$ cat src/rtl/atm_ledger_arbiter.sv
// ---------------------------------------------------------------------------
// atm_ledger_arbiter
//
// Shares one account-ledger memory between N_TERM ATM terminal front-ends.
// A round-robin arbiter grants one terminal request at a time. The granted
// transaction (inquiry, deposit or withdraw) runs as a read-modify-write
// sequence on the ledger. Each transaction ends with a one-cycle
// status/balance response to the requesting terminal.
//
// Optional feature: define ATM_TIMEOUT_EN to abort a ledger read that gets
// no data within TIMEOUT cycles. The aborted transaction responds with ERROR
// and balance 0. Without the macro, WAIT holds indefinitely.
//
// Ports:
//   clk, rst        rising-edge clock, asynchronous active-high reset
//   req             per-terminal request, held until that terminal's resp_valid
//   req_card        flattened card numbers, terminal i at [i*BAL_W +: BAL_W]
//   req_service     flattened 2-bit service codes (00 inq, 01 dep, 10 wdr, 11 illegal)
//   req_amount      flattened transaction amounts, AMT_W bits each
//   resp_valid      one-cycle one-hot response pulse to the granted terminal
//   resp_status     00 OK, 01 INSUFFICIENT, 10 OVERFLOW, 11 ERROR
//   resp_balance    resulting balance
//   busy            high in every state except IDLE
//   mem_rd_en       one-cycle ledger read strobe
//   mem_addr        ledger address (card number), held from RD through WR
//   mem_rd_data     ledger read data, sampled on mem_rd_valid
//   mem_rd_valid    read-data strobe
//   mem_wr_en       one-cycle ledger write strobe
//   mem_wr_data     ledger write data
// ---------------------------------------------------------------------------
module atm_ledger_arbiter #(
  parameter int N_TERM  = 4,
  parameter int BAL_W   = 8,
  parameter int AMT_W   = 5,
  parameter int TIMEOUT = 16
) (
  input  logic                      clk,
  input  logic                      rst,
  input  logic [N_TERM-1:0]         req,
  input  logic [N_TERM*BAL_W-1:0]   req_card,
  input  logic [N_TERM*2-1:0]       req_service,
  input  logic [N_TERM*AMT_W-1:0]   req_amount,
  output logic [N_TERM-1:0]         resp_valid,
  output logic [1:0]                resp_status,
  output logic [BAL_W-1:0]          resp_balance,
  output logic                      busy,
  output logic                      mem_rd_en,
  output logic [BAL_W-1:0]          mem_addr,
  input  logic [BAL_W-1:0]          mem_rd_data,
  input  logic                      mem_rd_valid,
  output logic                      mem_wr_en,
  output logic [BAL_W-1:0]          mem_wr_data
);

  localparam int IDX_W = $clog2(N_TERM);

  localparam logic [1:0] SVC_INQ = 2'b00;
  localparam logic [1:0] SVC_DEP = 2'b01;
  localparam logic [1:0] SVC_WDR = 2'b10;
  localparam logic [1:0] SVC_ILL = 2'b11;

  localparam logic [1:0] ST_OK    = 2'b00;
  localparam logic [1:0] ST_INSUF = 2'b01;
  localparam logic [1:0] ST_OVF   = 2'b10;
  localparam logic [1:0] ST_ERR   = 2'b11;

  typedef enum logic [2:0] {
    S_IDLE = 3'd0,
    S_RD   = 3'd1,
    S_WAIT = 3'd2,
    S_UPD  = 3'd3,
    S_WR   = 3'd4,
    S_RESP = 3'd5
  } state_t;

  state_t                state_q;
  logic [IDX_W-1:0]      ptr_q;
  logic [IDX_W-1:0]      win_q;
  logic [1:0]            svc_q;
  logic [AMT_W-1:0]      amt_q;
  logic [BAL_W-1:0]      bal_q;
  logic [BAL_W-1:0]      res_q;

  logic [N_TERM-1:0]     resp_valid_q;
  logic [1:0]            resp_status_q;
  logic [BAL_W-1:0]      resp_balance_q;
  logic                  busy_q;
  logic                  mem_rd_en_q;
  logic [BAL_W-1:0]      mem_addr_q;
  logic                  mem_wr_en_q;
  logic [BAL_W-1:0]      mem_wr_data_q;

  logic                  found_s;
  logic [IDX_W-1:0]      win_s;
  logic [BAL_W-1:0]      card_s;
  logic [1:0]            svc_s;
  logic [AMT_W-1:0]      amt_s;

  logic [BAL_W:0]        sum_s;
  logic [BAL_W-1:0]      amt_ext_s;
  logic [BAL_W-1:0]      upd_res_s;
  logic [1:0]            upd_st_s;
  logic                  upd_wr_s;

`ifdef ATM_TIMEOUT_EN
  localparam int CNT_W = $clog2(TIMEOUT + 1);
  logic [CNT_W-1:0]      to_cnt_q;
`else
  // TIMEOUT only matters when the read-wait abort is built.
  logic                  timeout_unused_s;
  assign timeout_unused_s = (TIMEOUT > 0);
`endif

  // One-hot response vector for a terminal index.
  function automatic logic [N_TERM-1:0] onehot(input logic [IDX_W-1:0] idx);
    onehot      = '0;
    onehot[idx] = 1'b1;
  endfunction

  // Pointer to the terminal after idx, wrapping at N_TERM-1.
  function automatic logic [IDX_W-1:0] next_idx(input logic [IDX_W-1:0] idx);
    if (idx == IDX_W'(N_TERM - 1)) begin
      next_idx = '0;
    end else begin
      next_idx = idx + IDX_W'(1);
    end
  endfunction

  // Round-robin search starting at ptr_q; first requesting terminal wins.
  always_comb begin
    logic [IDX_W-1:0] idx;
    found_s = 1'b0;
    win_s   = '0;
    idx     = '0;
    for (int k = 0; k < N_TERM; k++) begin
      idx = IDX_W'((int'(ptr_q) + k) % N_TERM);
      if (!found_s && req[idx]) begin
        found_s = 1'b1;
        win_s   = idx;
      end else begin
        found_s = found_s;
      end
    end
  end

  // Winner's request fields.
  always_comb begin
    card_s = req_card[win_s*BAL_W +: BAL_W];
    svc_s  = req_service[win_s*2 +: 2];
    amt_s  = req_amount[win_s*AMT_W +: AMT_W];
  end

  // Ledger update: deposits use one extra bit so the carry flags overflow.
  always_comb begin
    sum_s     = {1'b0, bal_q} + {{(BAL_W+1-AMT_W){1'b0}}, amt_q};
    amt_ext_s = {{(BAL_W-AMT_W){1'b0}}, amt_q};
    upd_res_s = bal_q;
    upd_st_s  = ST_OK;
    upd_wr_s  = 1'b0;
    case (svc_q)
      SVC_INQ: begin
        upd_st_s = ST_OK;
      end
      SVC_DEP: begin
        if (sum_s[BAL_W]) begin
          upd_st_s = ST_OVF;
        end else begin
          upd_res_s = sum_s[BAL_W-1:0];
          upd_wr_s  = 1'b1;
        end
      end
      SVC_WDR: begin
        if (amt_ext_s > bal_q) begin
          upd_st_s = ST_INSUF;
        end else begin
          upd_res_s = bal_q - amt_ext_s;
          upd_wr_s  = 1'b1;
        end
      end
      default: begin
        // Illegal services are rejected in IDLE and never reach UPD.
        upd_st_s  = ST_ERR;
        upd_res_s = '0;
      end
    endcase
  end

  // Transaction FSM with registered outputs; strobes default low every cycle.
  always_ff @(posedge clk or posedge rst) begin
    if (rst) begin
      state_q        <= S_IDLE;
      ptr_q          <= '0;
      win_q          <= '0;
      svc_q          <= 2'b00;
      amt_q          <= '0;
      bal_q          <= '0;
      res_q          <= '0;
      resp_valid_q   <= '0;
      resp_status_q  <= 2'b00;
      resp_balance_q <= '0;
      busy_q         <= 1'b0;
      mem_rd_en_q    <= 1'b0;
      mem_addr_q     <= '0;
      mem_wr_en_q    <= 1'b0;
      mem_wr_data_q  <= '0;
`ifdef ATM_TIMEOUT_EN
      to_cnt_q       <= '0;
`endif
    end else begin
      resp_valid_q <= '0;
      mem_rd_en_q  <= 1'b0;
      mem_wr_en_q  <= 1'b0;
      case (state_q)
        S_IDLE: begin
          if (found_s) begin
            win_q  <= win_s;
            svc_q  <= svc_s;
            amt_q  <= amt_s;
            busy_q <= 1'b1;
            if ((card_s == '0) || (svc_s == SVC_ILL)) begin
              // Rejected before touching the ledger.
              state_q        <= S_RESP;
              resp_valid_q   <= onehot(win_s);
              resp_status_q  <= ST_ERR;
              resp_balance_q <= '0;
            end else begin
              state_q     <= S_RD;
              mem_rd_en_q <= 1'b1;
              mem_addr_q  <= card_s;
            end
          end else begin
            state_q <= S_IDLE;
            busy_q  <= 1'b0;
          end
        end
        S_RD: begin
          state_q <= S_WAIT;
`ifdef ATM_TIMEOUT_EN
          to_cnt_q <= '0;
`endif
        end
        S_WAIT: begin
          if (mem_rd_valid) begin
            bal_q   <= mem_rd_data;
            state_q <= S_UPD;
`ifdef ATM_TIMEOUT_EN
          end else if (to_cnt_q == CNT_W'(TIMEOUT - 1)) begin
            // TIMEOUT cycles spent in WAIT with no data: abort with ERROR.
            state_q        <= S_RESP;
            resp_valid_q   <= onehot(win_q);
            resp_status_q  <= ST_ERR;
            resp_balance_q <= '0;
          end else begin
            to_cnt_q <= to_cnt_q + CNT_W'(1);
`else
          end else begin
            state_q <= S_WAIT;
`endif
          end
        end
        S_UPD: begin
          if (upd_wr_s) begin
            state_q       <= S_WR;
            res_q         <= upd_res_s;
            mem_wr_en_q   <= 1'b1;
            mem_wr_data_q <= upd_res_s;
          end else begin
            state_q        <= S_RESP;
            resp_valid_q   <= onehot(win_q);
            resp_status_q  <= upd_st_s;
            resp_balance_q <= upd_res_s;
          end
        end
        S_WR: begin
          state_q        <= S_RESP;
          resp_valid_q   <= onehot(win_q);
          resp_status_q  <= ST_OK;
          resp_balance_q <= res_q;
        end
        S_RESP: begin
          state_q <= S_IDLE;
          busy_q  <= 1'b0;
          ptr_q   <= next_idx(win_q);
        end
        default: begin
          state_q <= S_IDLE;
          busy_q  <= 1'b0;
        end
      endcase
    end
  end

  assign resp_valid   = resp_valid_q;
  assign resp_status  = resp_status_q;
  assign resp_balance = resp_balance_q;
  assign busy         = busy_q;
  assign mem_rd_en    = mem_rd_en_q;
  assign mem_addr     = mem_addr_q;
  assign mem_wr_en    = mem_wr_en_q;
  assign mem_wr_data  = mem_wr_data_q;

endmodule

$ cat config.mk
export PLATFORM = sky130hd
export DESIGN_NAME = atm_ledger_arbiter
export DESIGN_NICKNAME = d
export VERILOG_FILES = /design/src/rtl/atm_ledger_arbiter.sv
export SDC_FILE = /design/constraint.sdc
export NUM_CORES = 1
export LEC_CHECK = 0
export ABC_AREA = 1
export CORE_ASPECT_RATIO = 0.6
export CORE_MARGIN = 5
export CORE_UTILIZATION = 42
export DETAILED_ROUTE_END_ITERATION = 8
export PLACE_DENSITY = 0.71
export SYNTH_ARGS = -nofsm -noshare
export SYNTH_HDL_FRONTEND = slang
export SYNTH_SLANG_ARGS = --single-unit
$ cat constraint.sdc
create_clock -name clk -period 3.4 [get_ports clk]
set_input_delay 0.68 -clock clk [delete_from_list [all_inputs] [get_ports clk]]
set_output_delay 0.68 -clock clk [all_outputs]
set_load 0.01 [all_outputs]
After elaboration in Yosys (flattened, before gate mapping)
Index checks and enable logic that the tools add are counted.
Cells by class
  add/subtract/negate cells: 6
  multipliers: 1
  magnitude comparators: 9
  equal/unequal tests: 12
  shifts and indexed selects: 3
  muxes and demuxes: 54
  bitwise operators: 1
  reductions and logical operators: 19
Operators by type and width (number)
  $pmux W8 S3: 2
  $mux W8: 5
  $shiftx A32 B6 Y8: 1
  $mux W1: 21
  $shiftx A20 B6 Y5: 1
  $lt A2 B3 Y1 const B: 6
  $mux W2: 9
  $pmux W3 S5: 1
  $mux W4: 3
  $pmux W2 S3: 2
  $pmux W4 S3: 1
  $add A8 B5 Y9: 1
  $bmux W1 S2: 4
  $gt A5 B8 Y1: 1
  $logic_not A8 Y1: 1
  $shiftx A8 B4 Y2: 1
  $sub A8 B5 Y8: 1
  $eq A2 B2 Y1 const B: 3
  $eq A3 B2 Y1 const B: 2
  $eq A3 B3 Y1 const B: 2
  $mux W3: 2
  $ne A2 B2 Y1 const B: 3
  $reduce_and A2 Y1: 3
  $logic_and A1 B1 Y1: 5
  other kinds (17): 24
Word-level totals
  flip-flop bits (word level): 55
  logic and storage cells: 119

Logic depth before layout (Yosys ltp)
Gate-level depths: netlist of run 1.
  depth in word-level cells: 19
  gate-level depth with buffers: 23

Least setup slack after synthesis of run 1
Ideal clock, no wire load.
  kind: register to register
  start: register amt_q[0]
  end: register resp_balance_q[0], in the netlist resp_balance[0]
  arrival: 2556 ps
  required time: 3283 ps
  path slack: 728 ps
  stages on the path, launching flop included: 17
  buffers on the path: 1
  path through: dfrtp_1 -> ha_1 -> fa_1 -> or2_2 -> o21ai_1 -> nand2_1 -> nand2_1 -> nor3_1 -> nor2_2 -> inv_1 -> nand2_1 -> nand2_1 -> nor2_4 -> a21oi_1 -> buf_2 -> nand3_1 -> nand2_1
On the way
  cells in the longest elaborated chain, start to end: 5
  elaborated cells between the ends (all ways): 13
  classes of those cells: add/sub (2); order compare (1); eq/ne (1); mux (8); reduce/logical (1)
Ends and longest elaborated chain
  from (decl): line 80  | logic [AMT_W-1:0] amt_q;
  from (signal assigned): line 218  | amt_q <= amt_s;
  $sub A8 B5 Y8, or another cell as far along: line 176  | upd_res_s = bal_q - amt_ext_s;
  $mux W8, or another cell as far along: line 173  | if (amt_ext_s > bal_q) begin
  $pmux W8 S3 / $pmux W1 S2 (equally long branches): line 160  | case (svc_q)
  $mux W8 / $ne A2 B2 Y1 (equally long branches)
  $pmux W8 S3 / $reduce_and A4 Y1 (equally long branches)
  to (signal assigned): line 271  | resp_balance_q <= upd_res_s;
  to (signal assigned): line 278  | resp_balance_q <= res_q;
  to (decl): line 86  | logic [BAL_W-1:0] resp_balance_q;
Several ways; a longest one is shown, not always the timed one. The select of a mux whose other input is x is not followed.
A chain may end at the register's enable or synchronous reset.

Worst setup path after layout of run 1
  start: input req[1]
  end: register resp_status_q[1], in the netlist resp_status[1]
On the way
  cells in the longest elaborated chain, start to end: 17
  elaborated cells between the ends (all ways): 30
  classes of those cells: eq/ne (3); shift (2); mux (16); reduce/logical (9)
Ends and longest elaborated chain
  from (decl): line 39  | input logic [N_TERM-1:0] req,
  $bmux W1 S2: line 137  | if (!found_s && req[idx]) begin
  $mux W1 (not written as such): line 137
  $mux W1: line 137
  $logic_not A1 Y1: line 137
  $logic_and A1 B1 Y1: line 137
  $mux W1: line 137
  $logic_not A1 Y1: line 137
  $logic_and A1 B1 Y1: line 137
  $mux W1: line 137
  $logic_not A1 Y1: line 137
  $logic_and A1 B1 Y1: line 137
  $mux W2: line 137
  $shiftx A32 B6 Y8 / $shiftx A8 B4 Y2 (equally long branches): line 148, 149
  $logic_not A8 Y1 / $eq A2 B2 Y1 (equally long branches): line 220  | if ((card_s == '0) || (svc_s == SVC_ILL)) begin
  $logic_or A1 B1 Y1: line 220
  $ne A2 B2 Y1 (no source line)
  $reduce_and A4 Y1 (no source line) *
  to (signal assigned): line 270  | resp_status_q <= upd_st_s;
  to (decl): line 85  | logic [1:0] resp_status_q;
Every way passes the cells marked *; elsewhere a longest branch is shown, timed or not. The select of a mux whose other input is x is not followed.

==> results.py, run 1 <==
metrics = {
    "timing": {
        "finalClockSkew_ps": 7.14,
        "fin_crit_sh": 0.918,
        "rsz0062_at_grt": "no",
        "hold_violations": 0,
        "setup_violations": 0,
        "relSlewSlack": 0.525,
        "fmax_mhz": 320,
        "worst_pin_slew_ps": 712,
        "slew_violations": 0,
        "period_minus_slack_ps": 3120,
    },
    "power": {
        "p_total_mw": 5.94,
        "powerDensity_nw_per_um2": 1120,
        "peakVddDrop_mv": 0.527,
        "leakage_nw": 2.67,
    },
    "routing": {
        "drtAntennaViolNets": 0,
        "wl_um": 11600,
        "num_vias": 4157,
        "drt_iter0_drc": 378,
        "dr.pass1.iters": 4,
        "routedWlPerCell_um": 14.3,
        "viasPerCell": 5.14,
        "drc_errors": 0,
    },
    "synth": {
        "ys_seq_elements": 55,
        "synthDistinctLibCells": 38,
        "syn_area_um2": 3940,
        "synthArstFlopShare": 1.00,
        "netlist_instances": 568,
        "seq_area_frac_synth": 0.349,
        "synth_ff_type": "dfrtp_1",
        "synth-edff-count": 0,
        "synth_nets": 663,
        "synth_warnings": 0,
        "synth_area_per_cell_um2": 6.94,
    },
    "floorplan": {
        "die-width_um": 135,
        "rows": 27,
        "start_util": 0.430,
        "die_y_um": 85.0,
        "io-pin-count": 108,
        "dieArea_um2": 11500,
        "core_um2": 9160,
    },
    "placement": {
        "dp_cells": 799,
        "hpwl_um": 9260,
        "place_congestion": 0.906,
        "port_buffers": 107,
    },
    "critical_path": {
        "cp_top_family": "simple AND/OR/NAND/NOR gates",
        "r2r_slack_ps": 340,
        "crit_type": "in -> reg",
        "worstPathArrival_ps": 3360,
        "crit_fanout": 12,
        "crit_chain": "clkdlybuf4s50_1, inv_1, nand2_1, nand3_1, nand2_2, nor2_4, nand3_1, nand3_1, nand2_1, inv_2, nand2_1, nand2_1, nor2_1, nand2_2, clkinv_1, nand2_2, nand3_2, nand2_2, nand2_1, nand2_1",
        "r2r-end": "resp_status[1]",
        "cp-start-kind": "primary input",
        "crit_path_top_delay_cell": "clkdlybuf4s50_1",
        "cp_num_buf_inv": 4,
        "end_kind": "flip-flop",
        "max_stage_delay_ps": 420,
        "required_ps": 3640,
        "crit_top_cell": "nand2_1",
        "r2r_start": "amt_q[0]",
        "rr_worst_depth": 17,
    },
    "finish": {
        "fin_cells": 808,
        "layout_commonest_cell": "nand2_1",
        "diodes": 0,
        "drive_gt1_frac": 0.0811,
        "fillerInstances": 834,
        "area_growth_pct": 34.9,
        "final_cell_mix": "nand2_1, clkdlybuf4s50_1, dfrtp_1",
        "final_nets": 772,
    },
    "cts": {
        "cts.sinks": 55,
        "path_clk_slew_ps": 80,
        "ctsHtreeMaxLevel": 2,
        "hold_buffers": 0,
        "clock_path_buffers": 2,
        "cts_root_buf": "clkbuf_16",
        "cts_buffers": 5,
        "clock_latency_ps": 300,
        "cts_tree": "yes",
    },
    "worst_hold_path": {
        "hold_depth": 2,
        "worstHoldPathType": "reg -> reg",
        "worstHoldEndpoint": "resp_balance[6]",
        "hold_start": "resp_balance[6]",
    },
    "flow_run": {
        "cap_violations": 0,
    },
    "global_routing": {
        "grt_pass1_wl_um": 19000,
        "grt_pass1_vias": 3908,
        "grt_max_degree": 35,
        "grt_overflow_total": 0,
        "antenna_found_initial": 0,
        "grt_usage": 0.204,
    },
    "status": {
        "status": "completed",
    },
}
metrics by stage:
step	worst slack, ps	hold WS (ps)	TNS, ps	utilization	cell area (um2)
2_1_floorplan	728	503	0	-	3940
3_3_place_gp	143	459	0	0.563	5160
3_5_place_dp	-9.88	468	-9.88	0.563	5160
4_1_cts	80.8	488	0	0.579	5310
5_1_grt	1.53	507	0	0.581	5320
6_report	279	484	0	0.581	5320
metal layers:
metal / global-route usage / vias to the layer above / share of wire
li1: - / 2073 / -
met1: 0.304 / 1922 / 0.50
met2: 0.307 / 150 / 0.42
met3: 0.0462 / 12 / 0.074
met4: 0.0320 / 0 / 0.0071
met5: 0 / - / 0
cells in the mapped netlist, types with 5 or more instances:
cell / instances / area share
nor2_1: 36 / 0.034
buf_2: 7 / 0.0089
inv_1: 51 / 0.049
nand2_1: 213 / 0.20
ha_1: 18 / 0.057
clkbuf_1: 7 / 0.0067
a31oi_1: 8 / 0.013
o21ai_0: 21 / 0.027
a21oi_1: 16 / 0.020
a22oi_1: 5 / 0.0095
inv_2: 8 / 0.0076
o21ai_1: 7 / 0.0089
nand3_1: 40 / 0.051
nand4_1: 26 / 0.041
dfrtp_1: 55 / 0.35
nand2_2: 6 / 0.0095
sequential cells by signal, indices dropped and copies added (netlist names), 3 cells and up:
| signal | count |
|---|---|
| bal_q | 8 |
| mem_addr | 8 |
| res_q | 8 |
| resp_balance | 8 |
| amt_q | 5 |
| resp_valid | 4 |
| state_q | 3 |
worst reg2reg max path: stages, from the launching register on:
cell	delay (ps)
dfrtp_1	380
ha_1	210
inv_1	70
fa_1	400
nor2_1	150
o21ai_0	120
nand2_1	90
nand2_1	60
nand2_1	130
nand3_1	130
nand2_1	140
nand2_1	90
nand2_1	140
nor2_4	90
a21oi_2	360
nand2_2	220
nand2_1	120
nand2_1	60
cells by family after synthesis:
logic type	share of synthesized area
simple gates	0.383
buf+inv	0.0876
compound gates	0.101
flops	0.349
fa+ha+maj	0.0673
xor+xnor	0.00667
mux	0.00572
worst max-delay path by stage:
stage | end | slack [ps] | cells past startpoint | startpoint
2_1_floorplan | resp_balance[0] | 730 | 16 | amt_q[0]
6_report | resp_status[1] | 280 | 20 | req[1]
3_3_place_gp | resp_balance[7] | 140 | 17 | req[3]
5_1_grt | resp_balance[5] | 2 | 17 | amt_q[0]
4_1_cts | resp_status[1] | 80 | 17 | amt_q[0]
3_5_place_dp | resp_status[1] | -10 | 19 | req[1]
cell type report:
class	count	area, um2	area share
Inverter	61	231	0.0435
Clock inverter	3	22.5	0.00424
Timing Repair Buffer	121	1180	0.221
Sequential cell	55	1380	0.259
Clock buffer	5	125	0.0235
Tap cell	130	163	0.0306
Multi-Input combinational cell	433	2220	0.418
power by group:
part	internal (mW)	switching (mW)	total, mW
Combinational	1.52	2.70	4.23
Clock	0.278	0.267	0.546
Sequential	0.938	0.233	1.17
repair_timing:
action	CTS	global route
gates resized for setup	0	1
endpoints found under the hold margin	0	0
setup endpoints to repair	0	10
buffers inserted	0	1
Note: power is estimated with default switching activity, not from simulation.
==> inputs of run 2 (changes only) <==
--- a/config.mk
+++ b/config.mk
@@ -6,6 +6,8 @@
 export NUM_CORES = 1
 export LEC_CHECK = 0
 export ABC_AREA = 1
+export ABC_CLOCK_PERIOD_IN_PS = 3400
+export CAP_MARGIN = 20
 export CORE_ASPECT_RATIO = 0.6
 export CORE_MARGIN = 5
 export CORE_UTILIZATION = 42
==> results of run 2 <==
Final layout, timing and power as in run 1 (identical DEF).
==> inputs of run 3 (changes only) <==
--- a/config.mk
+++ b/config.mk
@@ -10,9 +10,9 @@
 export CAP_MARGIN = 20
 export CORE_ASPECT_RATIO = 0.6
 export CORE_MARGIN = 5
-export CORE_UTILIZATION = 42
+export CORE_UTILIZATION = 49
 export DETAILED_ROUTE_END_ITERATION = 8
-export PLACE_DENSITY = 0.71
+export PLACE_DENSITY = 0.81
 export SYNTH_ARGS = -nofsm -noshare
 export SYNTH_HDL_FRONTEND = slang
 export SYNTH_SLANG_ARGS = --single-unit
==> run 3 against run 2 <==
Against the previous run: worst hold slack worse by 13 ps; clock skew is 3.6 ps higher; sequential power hardly changed; maximum frequency is 2.6% higher; cell count fell by 2.7%; register-to-register slack better by 20 ps; combinational power hardly changed; clock power grew 8.4%; critical path depth is the same; critical endpoint is now resp_balance[6]; via count fell by 1.5%.
==> results.py, run 3 (synthesized netlist as in run 1, its figures left out) <==
metrics = {
    "timing": {
        "relSlewSlack": 0.523,
        "rsz0062_at_grt": "no",
        "fin_crit_sh": 0.895,
        "hold_violations": 0,
        "setup_violations": 0,
        "fmax_mhz": 329,
        "period_minus_slack_ps": 3040,
        "finalClockSkew_ps": 10.8,
        "worst_pin_slew_ps": 714,
        "setup-tns-final_ps": 0,
        "slew_violations": 0,
    },
    "floorplan": {
        "dieArea_um2": 9990,
        "die_y_um": 79.5,
        "core_um2": 7850,
        "rows": 25,
        "die-width_um": 126,
        "io-pin-count": 108,
        "start_util": 0.502,
    },
    "power": {
        "leakage_nw": 2.68,
        "p_total_mw": 6.02,
        "peakVddDrop_mv": 0.559,
        "powerDensity_nw_per_um2": 1130,
    },
    "finish": {
        "diodes": 0,
        "area_growth_pct": 35.1,
        "drive_gt1_frac": 0.0796,
        "multi_input_area_um2": 2220,
        "final_cell_mix": "nand2_1, clkdlybuf4s50_1, dfrtp_1",
        "register_area_um2": 1380,
        "layout_commonest_cell": "nand2_1",
        "fillerInstances": 666,
        "final_nets": 772,
    },
    "critical_path": {
        "crit_type": "in -> reg",
        "rr_worst_depth": 17,
        "cp-start-kind": "primary input",
        "r2r_slack_ps": 360,
        "required_ps": 3640,
        "worstPathArrival_ps": 3280,
        "crit_path_top_delay_cell": "clkdlybuf4s50_1",
        "r2r-end": "resp_balance[6]",
        "end_kind": "flip-flop",
        "crit_chain": "clkdlybuf4s50_1, inv_1, nand2_1, nand3_1, nand2_2, nor2_4, nand3_1, nand3_1, nand2_1, inv_2, nand2_1, nand2_1, nor2_1, nand2_2, clkinv_1, nand2_2, nand3_2, nand2_2, nand2_1, nand2_1",
        "crit_top_cell": "nand2_1",
        "crit_fanout": 12,
        "r2r_start": "amt_q[0]",
        "max_stage_delay_ps": 420,
    },
    "placement": {
        "place_congestion": 0.917,
        "hpwl_um": 8840,
        "port_buffers": 107,
    },
    "global_routing": {
        "antenna_found_initial": 0,
        "grt_pass1_vias": 3891,
        "grt_max_degree": 56,
        "grt_usage": 0.225,
        "grt_pass1_wl_um": 18500,
        "grt_overflow_total": 0,
    },
    "cts": {
        "cts_buffers": 5,
        "path_clk_slew_ps": 70,
        "clock_path_buffers": 2,
        "clock_latency_ps": 300,
        "cts.sinks": 55,
        "cts_root_buf": "clkbuf_16",
        "ctsHtreeMaxLevel": 2,
        "cts_tree": "yes",
    },
    "routing": {
        "drt_iter0_drc": 359,
        "routedWlPerCell_um": 14.1,
        "num_vias": 4093,
        "dr.pass1.iters": 5,
        "drc_errors": 0,
        "wl_um": 11100,
        "drtAntennaViolNets": 0,
        "viasPerCell": 5.21,
    },
    "worst_hold_path": {
        "worstHoldPathType": "reg -> reg",
        "hold_depth": 2,
        "worstHoldEndpoint": "resp_balance[0]",
        "hold_start": "resp_balance[0]",
    },
    "status": {
        "status": "completed",
    },
    "flow_run": {
        "cap_violations": 0,
    },
}
==> run 3: critical path: cells and delay by family <==
kind          cells  cell delay [ps]
simple gates     16             1810
buf+inv           4              800
==> run 3: area by class of cell <==
class | count | area share
inverter | 61 | 0.0435
sequential | 55 | 0.259
tap | 108 | 0.0254
timing repair buffer | 121 | 0.223
clock buffer | 6 | 0.0242
multi-input combinational | 433 | 0.418
clock inverter | 2 | 0.00729
==> run 3: metal layers <==
metal | wire length, um | vias up | GRT usage
met5 | 0 | - | 0
met4 | 42 | 0 | 0.0289
met3 | 670 | 8 | 0.0528
met2 | 4780 | 129 | 0.339
met1 | 5560 | 1876 | 0.338
li1 | - | 2080 | -
==> run 3: metrics by stage <==
step                      setup slack, ps  area [um2]  cells  utilization  hold slack, ps
final                                 358        5320    786        0.678             470
after global routing                 7.74        5320    786        0.678             521
after CTS                            84.5        5300    784        0.675             476
after detailed placement             54.5        5130    776        0.654             459
after global placement                199        5130    776        0.654             458
after floorplan                       728        3940    568            -             503
==> run 3: worst max-delay path by stage <==
stage               slack, ps      from  cells past startpoint         endpoint
floorplan                 730  amt_q[0]                     16  resp_balance[0]
global placement          200    req[1]                     20  resp_balance[6]
detailed placement         50    req[1]                     20  resp_balance[6]
CTS                        80  bal_q[2]                     16  resp_balance[6]
global route                8  amt_q[0]                     17  resp_balance[6]
finish                    360    req[1]                     20  resp_balance[6]
==> run 3: what timing repair did <==
action                                  in CTS  in global routing
hold endpoints to repair                     0                  0
setup buffers                                0                  2
gates resized for setup                      0                  1
hold buffers                                 0                  0
endpoints found under the setup margin       0                 10
==> run 3: power breakdown <==
part | internal [mW] | total [mW] | switching, mW
logic | 1.57 | 4.26 | 2.69
clock network | 0.351 | 0.592 | 0.241
registers | 0.938 | 1.17 | 0.228
